### config.mk
export PLATFORM = sky130hd
export DESIGN_NAME = uart_tx_ser_flat
export DESIGN_NICKNAME = d
export VERILOG_FILES = /design/src/rtl/uart_pkg.sv /design/src/rtl/uart_tx_ser_if.sv /design/src/rtl/uart_baud_gen.sv /design/src/rtl/uart_tx_ser.sv /design/src/flat_wrapper.sv
export SDC_FILE = /design/constraint.sdc
export NUM_CORES = 1
export LEC_CHECK = 0
export CAP_MARGIN = 10
export CELL_PAD_IN_SITES_DETAIL_PLACEMENT = 0
export CELL_PAD_IN_SITES_GLOBAL_PLACEMENT = 1
export CORE_MARGIN = 3
export CORE_UTILIZATION = 45
export CTS_CLUSTER_DIAMETER = 50
export DETAILED_ROUTE_END_ITERATION = 8
export GPL_TIMING_DRIVEN = 0
export PLACE_DENSITY = 0.85
export SLEW_MARGIN = 20
export SYNTH_ARGS = -nofsm -noshare
export SYNTH_HDL_FRONTEND = slang
export SYNTH_HIERARCHICAL = 1
export SYNTH_SLANG_ARGS = --single-unit
### constraint.sdc
create_clock -name clk -period 5.99 [get_ports clk]
set_input_delay 1.198 -clock clk [delete_from_list [all_inputs] [get_ports clk]]
set_output_delay 1.198 -clock clk [all_outputs]
set_load 0.01 [all_outputs]
### src/rtl/uart_pkg.sv
// Shared UART definitions used by both transmitter and receiver:
// FSM state encodings, default bit period and line idle level.
package uart_pkg;
  localparam logic [2:0] IDLE   = 3'd0;
  localparam logic [2:0] START  = 3'd1;
  localparam logic [2:0] DATA   = 3'd2;
  localparam logic [2:0] PARITY = 3'd3;
  localparam logic [2:0] STOP   = 3'd4;

  localparam int   DEF_CLKS_PER_BIT = 868;
  localparam logic IDLE_LEVEL       = 1'b1;

  typedef enum logic [2:0] {
    S_IDLE   = IDLE,
    S_START  = START,
    S_DATA   = DATA,
    S_PARITY = PARITY,
    S_STOP   = STOP
  } uart_state_t;
endpackage

### src/rtl/uart_tx_ser_if.sv
// Byte-in / serial-out handshake between the typing-test controller and the UART transmitter.
// master = controller side, slave = transmitter side.
interface uart_tx_ser_if;
  logic       tx_go;
  logic [7:0] tx_byte;
  logic       tx_serial;
  logic       tx_active;
  logic       tx_done;
  logic       tx_ready;
  logic       tx_overflow;

  modport master (
    output tx_go, tx_byte,
    input  tx_serial, tx_active, tx_done, tx_ready, tx_overflow
  );

  modport slave (
    input  tx_go, tx_byte,
    output tx_serial, tx_active, tx_done, tx_ready, tx_overflow
  );
endinterface

### src/rtl/uart_baud_gen.sv
// Bit-period counter: counts 0..CLKS_PER_BIT-1, bit_end is high on the last count.
// restart holds the count at zero so the next bit starts on a clean period.
module uart_baud_gen
  import uart_pkg::*;
#(
  parameter int CLKS_PER_BIT = DEF_CLKS_PER_BIT
) (
  input  logic clk,
  input  logic rst,
  input  logic restart,
  output logic bit_end
);
  localparam int            CW   = $clog2(CLKS_PER_BIT);
  localparam logic [CW-1:0] LAST = CW'(CLKS_PER_BIT - 1);

  logic [CW-1:0] count;

  assign bit_end = (count == LAST);

  always_ff @(posedge clk) begin
    if (rst || restart || bit_end) count <= '0;
    else                           count <= count + 1'b1;
  end
endmodule

### src/rtl/uart_tx_ser.sv
// UART transmitter with one-byte holding register; 8N1, or 8-bit + parity when UART_TX_PARITY_EN is defined.
// Frame starts the edge after an idle accept; a held byte follows the stop bit with no idle gap.
module uart_tx_ser
  import uart_pkg::*;
#(
  parameter int CLKS_PER_BIT = DEF_CLKS_PER_BIT,
  parameter int PARITY_ODD   = 0
) (
  input  logic          clk,
  input  logic          rst,
  uart_tx_ser_if.slave  bus
);
  uart_state_t state, state_nxt;
  logic        bit_end, accept, stop_end, load;
  logic        hold_full, overflow, serial, par_bit;
  logic [7:0]  shifter, hold, load_byte;
  logic [2:0]  bit_idx;

  // A go is taken whenever the holding slot is free; where it lands depends on state.
  assign accept    = bus.tx_go && !hold_full;
  assign stop_end  = (state == S_STOP) && bit_end;
  assign load      = ((state == S_IDLE) && accept) || (stop_end && (hold_full || accept));
  assign load_byte = hold_full ? hold : bus.tx_byte;

  uart_baud_gen #(.CLKS_PER_BIT(CLKS_PER_BIT)) u_baud (
    .clk     (clk),
    .rst     (rst),
    .restart (state == S_IDLE),
    .bit_end (bit_end)
  );

`ifdef UART_TX_PARITY_EN
  localparam uart_state_t AFTER_DATA = S_PARITY;
  localparam logic        PODD_BIT   = PARITY_ODD[0];

  always_ff @(posedge clk) begin
    if (rst)       par_bit <= 1'b0;
    else if (load) par_bit <= (^load_byte) ^ PODD_BIT;
  end
`else
  localparam uart_state_t AFTER_DATA = S_STOP;
  logic unused_parity_cfg;

  assign unused_parity_cfg = ^PARITY_ODD;
  assign par_bit           = IDLE_LEVEL;
`endif

  always_ff @(posedge clk) begin
    if (rst) state <= S_IDLE;
    else     state <= state_nxt;
  end

  always_comb begin
    state_nxt = state;
    serial    = IDLE_LEVEL;
    unique case (state)
      S_IDLE:   if (accept) state_nxt = S_START;
      S_START: begin
        serial = 1'b0;
        if (bit_end) state_nxt = S_DATA;
      end
      S_DATA: begin
        serial = shifter[0];
        if (bit_end && bit_idx == 3'd7) state_nxt = AFTER_DATA;
      end
      S_PARITY: begin
        serial = par_bit;
        if (bit_end) state_nxt = S_STOP;
      end
      S_STOP:   if (bit_end) state_nxt = (hold_full || accept) ? S_START : S_IDLE;
      default:  state_nxt = S_IDLE;
    endcase
  end

  always_ff @(posedge clk) begin
    if (rst) begin
      shifter   <= '0;
      bit_idx   <= '0;
      hold      <= '0;
      hold_full <= 1'b0;
      overflow  <= 1'b0;
    end else begin
      if (bus.tx_go && hold_full) overflow <= 1'b1;
      if (load) begin
        shifter <= load_byte;
        bit_idx <= '0;
      end else if (state == S_DATA && bit_end && bit_idx != 3'd7) begin
        shifter <= shifter >> 1;
        bit_idx <= bit_idx + 3'd1;
      end
      // A go coinciding with the stop-bit end bypasses the holding slot entirely.
      if (stop_end && hold_full) begin
        hold_full <= 1'b0;
      end else if (accept && state != S_IDLE && !stop_end) begin
        hold      <= bus.tx_byte;
        hold_full <= 1'b1;
      end
    end
  end

  assign bus.tx_serial   = serial;
  assign bus.tx_active   = (state != S_IDLE);
  assign bus.tx_done     = stop_end;
  assign bus.tx_ready    = !hold_full;
  assign bus.tx_overflow = overflow;
endmodule

### src/flat_wrapper.sv
// flat-port wrapper written by rule: the top's interface ports become plain ports
module uart_tx_ser_flat import uart_pkg::*;
#(
  parameter int CLKS_PER_BIT = DEF_CLKS_PER_BIT,
  parameter int PARITY_ODD   = 0
)
  (clk, rst, bus_tx_go, bus_tx_byte, bus_tx_serial, bus_tx_active, bus_tx_done, bus_tx_ready, bus_tx_overflow);
  uart_tx_ser_if bus_i ();
  input  logic clk;
  input  logic rst;
  input wire logic [$bits(bus_i.tx_go)-1:0] bus_tx_go;
  input wire logic [$bits(bus_i.tx_byte)-1:0] bus_tx_byte;
  output wire logic [$bits(bus_i.tx_serial)-1:0] bus_tx_serial;
  output wire logic [$bits(bus_i.tx_active)-1:0] bus_tx_active;
  output wire logic [$bits(bus_i.tx_done)-1:0] bus_tx_done;
  output wire logic [$bits(bus_i.tx_ready)-1:0] bus_tx_ready;
  output wire logic [$bits(bus_i.tx_overflow)-1:0] bus_tx_overflow;
  assign bus_i.tx_go = bus_tx_go;
  assign bus_i.tx_byte = bus_tx_byte;
  assign bus_tx_serial = bus_i.tx_serial;
  assign bus_tx_active = bus_i.tx_active;
  assign bus_tx_done = bus_i.tx_done;
  assign bus_tx_ready = bus_i.tx_ready;
  assign bus_tx_overflow = bus_i.tx_overflow;
  uart_tx_ser #(.CLKS_PER_BIT(CLKS_PER_BIT), .PARITY_ODD(PARITY_ODD)) u_core (.clk(clk), .rst(rst), .bus(bus_i));
endmodule
==> results.yml <==
floorplan:
  design.portCount: 16
  fp.coreArea_sq_mm: 0.00344
  die_width_um: 66.5
  design.die.area_sq_mm: 0.00443
  initial_util_pct: 47.9
  placement_rows: 21
  die_height_um: 66.5
placed_design:
  dpl.hpwl_mm: 2.43
  port_buffers: 15
  place_congestion: 0.882
route:
  drtIter0Drc: 68
  drt_wl_total_mm: 3.24
  via_per_inst: 5.41
  drc_errors: 0
  first_pass_iters: 4
  routed_wire_length_per_instance_um: 13.6
  antenna_violating_nets_post_route: 0
  num_vias: 1293
clock_network:
  numCtsBuffers: 5
  clkTransAtPathRegs_ns: 0.06
  cts-htree-levels: 2
  clock_tree.root_cell: "sky130_fd_sc_hd__clkbuf_8"
  post_cts_resize_count: 0
  clk_latency_ns: 0.28
  post_cts.repair.setup_buffers: 0
  hold_buffers: 0
  cts_tree: "yes"
  clock_sink_count: 34
  ctsLongestPathBuffers: 2
cells_and_area:
  syn_to_final_growth_pct: 19.2
  finish.utilization_pct: 57.1
  layout.filler_cells: 345
  fraction_of_final_layout_cells_sized_beyond_drive_strength_1_pct: 14.5
  antenna_cells: 0
  num-nets-final: 206
critical_path:
  required_ns: 4.79
  endpoint_kind: "primary output"
  worst_r2r_startpoint: "u_core/u_baud/count[4]$_SDFF_PP0_"
  timing.setup.critical_path_class: "reg -> out"
  reg2reg_depth: 8
  cp_num_buf_inv: 1
  critical_path_depth: 5
  worst-r2r-setup-slack_ns: 3.26
  cp_slowest_cell: "sky130_fd_sc_hd__nor4b_1"
  regToRegEndpoint: "u_core/shifter[0]$_SDFFE_PP0P_"
  critical_path.max_fanout: 9
  critPathLaunchType: "flop"
  timing.critical_path.max_delay_family: "simple AND/OR/NAND/NOR gates"
  crit_arrival_ns: 2.69
  crit_path_cell_trace: "nor4b_1 -> nand2_1 -> nor2_1 -> and3_2 -> clkdlybuf4s50_1"
  worst_path_largest_cell_delay_ns: 0.56
grt:
  grt.overflow.total: 0
  antenna_found_initial: 0
  grt.total_usage_pct: 17.4
  grt_pass1_vias: 1277
  grt_first_pass_wirelength_mm: 5.82
  largest_net_degree_at_the_start_of_global_routing: 12
worst_hold_path:
  hold_depth: 1
  hold_path_end: "u_core/u_baud/count[0]$_SDFF_PP0_"
  worst_hold_startpoint: "u_core/u_baud/count[0]$_SDFF_PP0_"
  worstHoldPathType: "reg -> reg"
synth:
  synth_cells: 170
  sequential_element_share_of_the_synthesized_area_pct: 41.3
  yosysWarnings: 6
  post_synth_instance_area_sq_mm: 0.00165
  synth_top_area_share_pct: 41.3
  synthFlopType: "sky130_fd_sc_hd__dfxtp_1"
  synth_most_common_cell: "sky130_fd_sc_hd__dfxtp_1"
  ys_top_cells_by_count: "34 x sky130_fd_sc_hd__dfxtp_1, 19 x sky130_fd_sc_hd__nor2_1, 18 x sky130_fd_sc_hd__mux2i_1, 13 x sky130_fd_sc_hd__a211oi_1"
  synthArstFlopShare_pct: 0
  synth.distinct_cells: 45
  synth_area_leaders: "sky130_fd_sc_hd__dfxtp_1 41%, sky130_fd_sc_hd__mux2i_1 11%, sky130_fd_sc_hd__a211oi_1 5.9%, sky130_fd_sc_hd__nor2_1 4.3%, sky130_fd_sc_hd__and2_1 2.3%"
  synth_edf_count: 0
  net_count_after_synthesis: 184
  postSynthAreaPerCell_sq_um: 9.70
  synthDominantAreaCellType: "sky130_fd_sc_hd__dfxtp_1"
  ys_seq_elements: 34
timing:
  timing_max_transition_violations_final: 0
  setup_total_negative_slack_ns: 0
  report.final.setup_viol: 0
  final_hold_violations: 0
  worst_pin_slew_ns: 0.590
  slew_headroom_pct: 60.1
  grt_setup_unrepaired: "false"
  finClkSkew_ns: 0.00950
  max_freq_mhz: 257
  period_share_pct: 65.0
  period_needed_ns: 3.89
power_and_ir_drop:
  vdd.ir_drop.worst_mv: 0.177
  power.leakage_nw: 0.745
  pwr_density_cell_mw_per_mm2: 257
flow_run:
  max-cap-violations: 0
status:
  outcome: "finished, final reports clean"
## routing by layer
layer	GRT usage, %	wire length, um	part of all wire [%]	vias up
li1	-	-	-	655
met5	0	0	0	-
met2	24.9	1460	45	21
met4	6.85	33	1.0	0
met3	5.90	125	3.9	2
met1	23.9	1620	50	615
## cells in the final DEF, fill, tap and decap left out, types with 3 or more instances in the layout
cell type / synthesis / final
sky130_fd_sc_hd__dfxtp_1: 34 / 34
sky130_fd_sc_hd__nor2_1: 19 / 19
sky130_fd_sc_hd__mux2i_1: 18 / 18
sky130_fd_sc_hd__clkdlybuf4s50_1: 0 / 15
sky130_fd_sc_hd__a211oi_1: 13 / 13
sky130_fd_sc_hd__a21oi_1: 7 / 7
sky130_fd_sc_hd__nand3_1: 7 / 7
sky130_fd_sc_hd__clkbuf_8: 1 / 6
sky130_fd_sc_hd__and2_1: 6 / 6
sky130_fd_sc_hd__nand2_1: 6 / 6
sky130_fd_sc_hd__nor3_1: 5 / 5
sky130_fd_sc_hd__inv_1: 4 / 4
sky130_fd_sc_hd__xor2_1: 4 / 4
sky130_fd_sc_hd__o21ai_0: 3 / 3
sky130_fd_sc_hd__ha_1: 3 / 3
## per-stage QoR
step	hold slack [ns]	total power, mW	setup slack, ns	instances	cell area, sq um
2_1_floorplan	0.426	0.286	3.29	170	1650
3_3_place_gp	0.441	0.307	2.48	231	1860
3_5_place_dp	0.456	0.309	2.48	231	1860
4_1_cts	0.472	0.513	2.15	239	1970
5_1_grt	0.506	0.532	1.98	239	1970
6_report	0.467	0.506	2.10	239	1970
## final cells by class
cell class	count	area [sq um]	area share [%]
Buffer	6	52.6	2.67
Clock buffer	5	68.8	3.50
Clock inverter	3	40.0	2.04
Inverter	4	15.0	0.764
Multi-Input combinational cell	126	901	45.8
Sequential cell	34	681	34.6
Tap cell	46	57.6	2.93
Timing Repair Buffer	15	150	7.64
## worst max path at each step
stage | start | endpoint
finish | u_core/u_baud/count[4]$_SDFF_PP0_ | bus_tx_done
global placement | u_core/u_baud/count[4]$_SDFF_PP0_ | bus_tx_done
global route | u_core/u_baud/count[4]$_SDFF_PP0_ | bus_tx_done
floorplan | u_core/u_baud/count[4]$_SDFF_PP0_ | bus_tx_done
CTS | u_core/u_baud/count[4]$_SDFF_PP0_ | bus_tx_done
detailed placement | u_core/u_baud/count[4]$_SDFF_PP0_ | bus_tx_done
## power breakdown
group / internal [mW] / total, mW / switching (mW)
combinational: 0.0304 / 0.0606 / 0.0302
clock: 0.122 / 0.202 / 0.0793
sequential: 0.236 / 0.243 / 0.00708
## registers in the layout, summed over array words and instances (netlist names)
signal / count
u_core/u_baud/count: 10
u_core/hold: 8
u_core/shifter: 8
u_core/bit_idx: 3
u_core/state: 3
u_core/bus.tx_overflow: 1
u_core/hold_full: 1
## kinds of logic (layout without fill, tap and decap cells)
logic type / after synthesis / after routing / share of synthesized area (%)
simple gates: 66 / 66 / 23.1
flops: 34 / 34 / 41.3
compound gates: 32 / 32 / 14.3
mux: 19 / 19 / 11.8
buf+inv: 10 / 33 / 4.10
xor+xnor: 6 / 6 / 3.19
fa+ha+maj: 3 / 3 / 2.28
No activity file was read; power rests on OpenSTA's default activity.
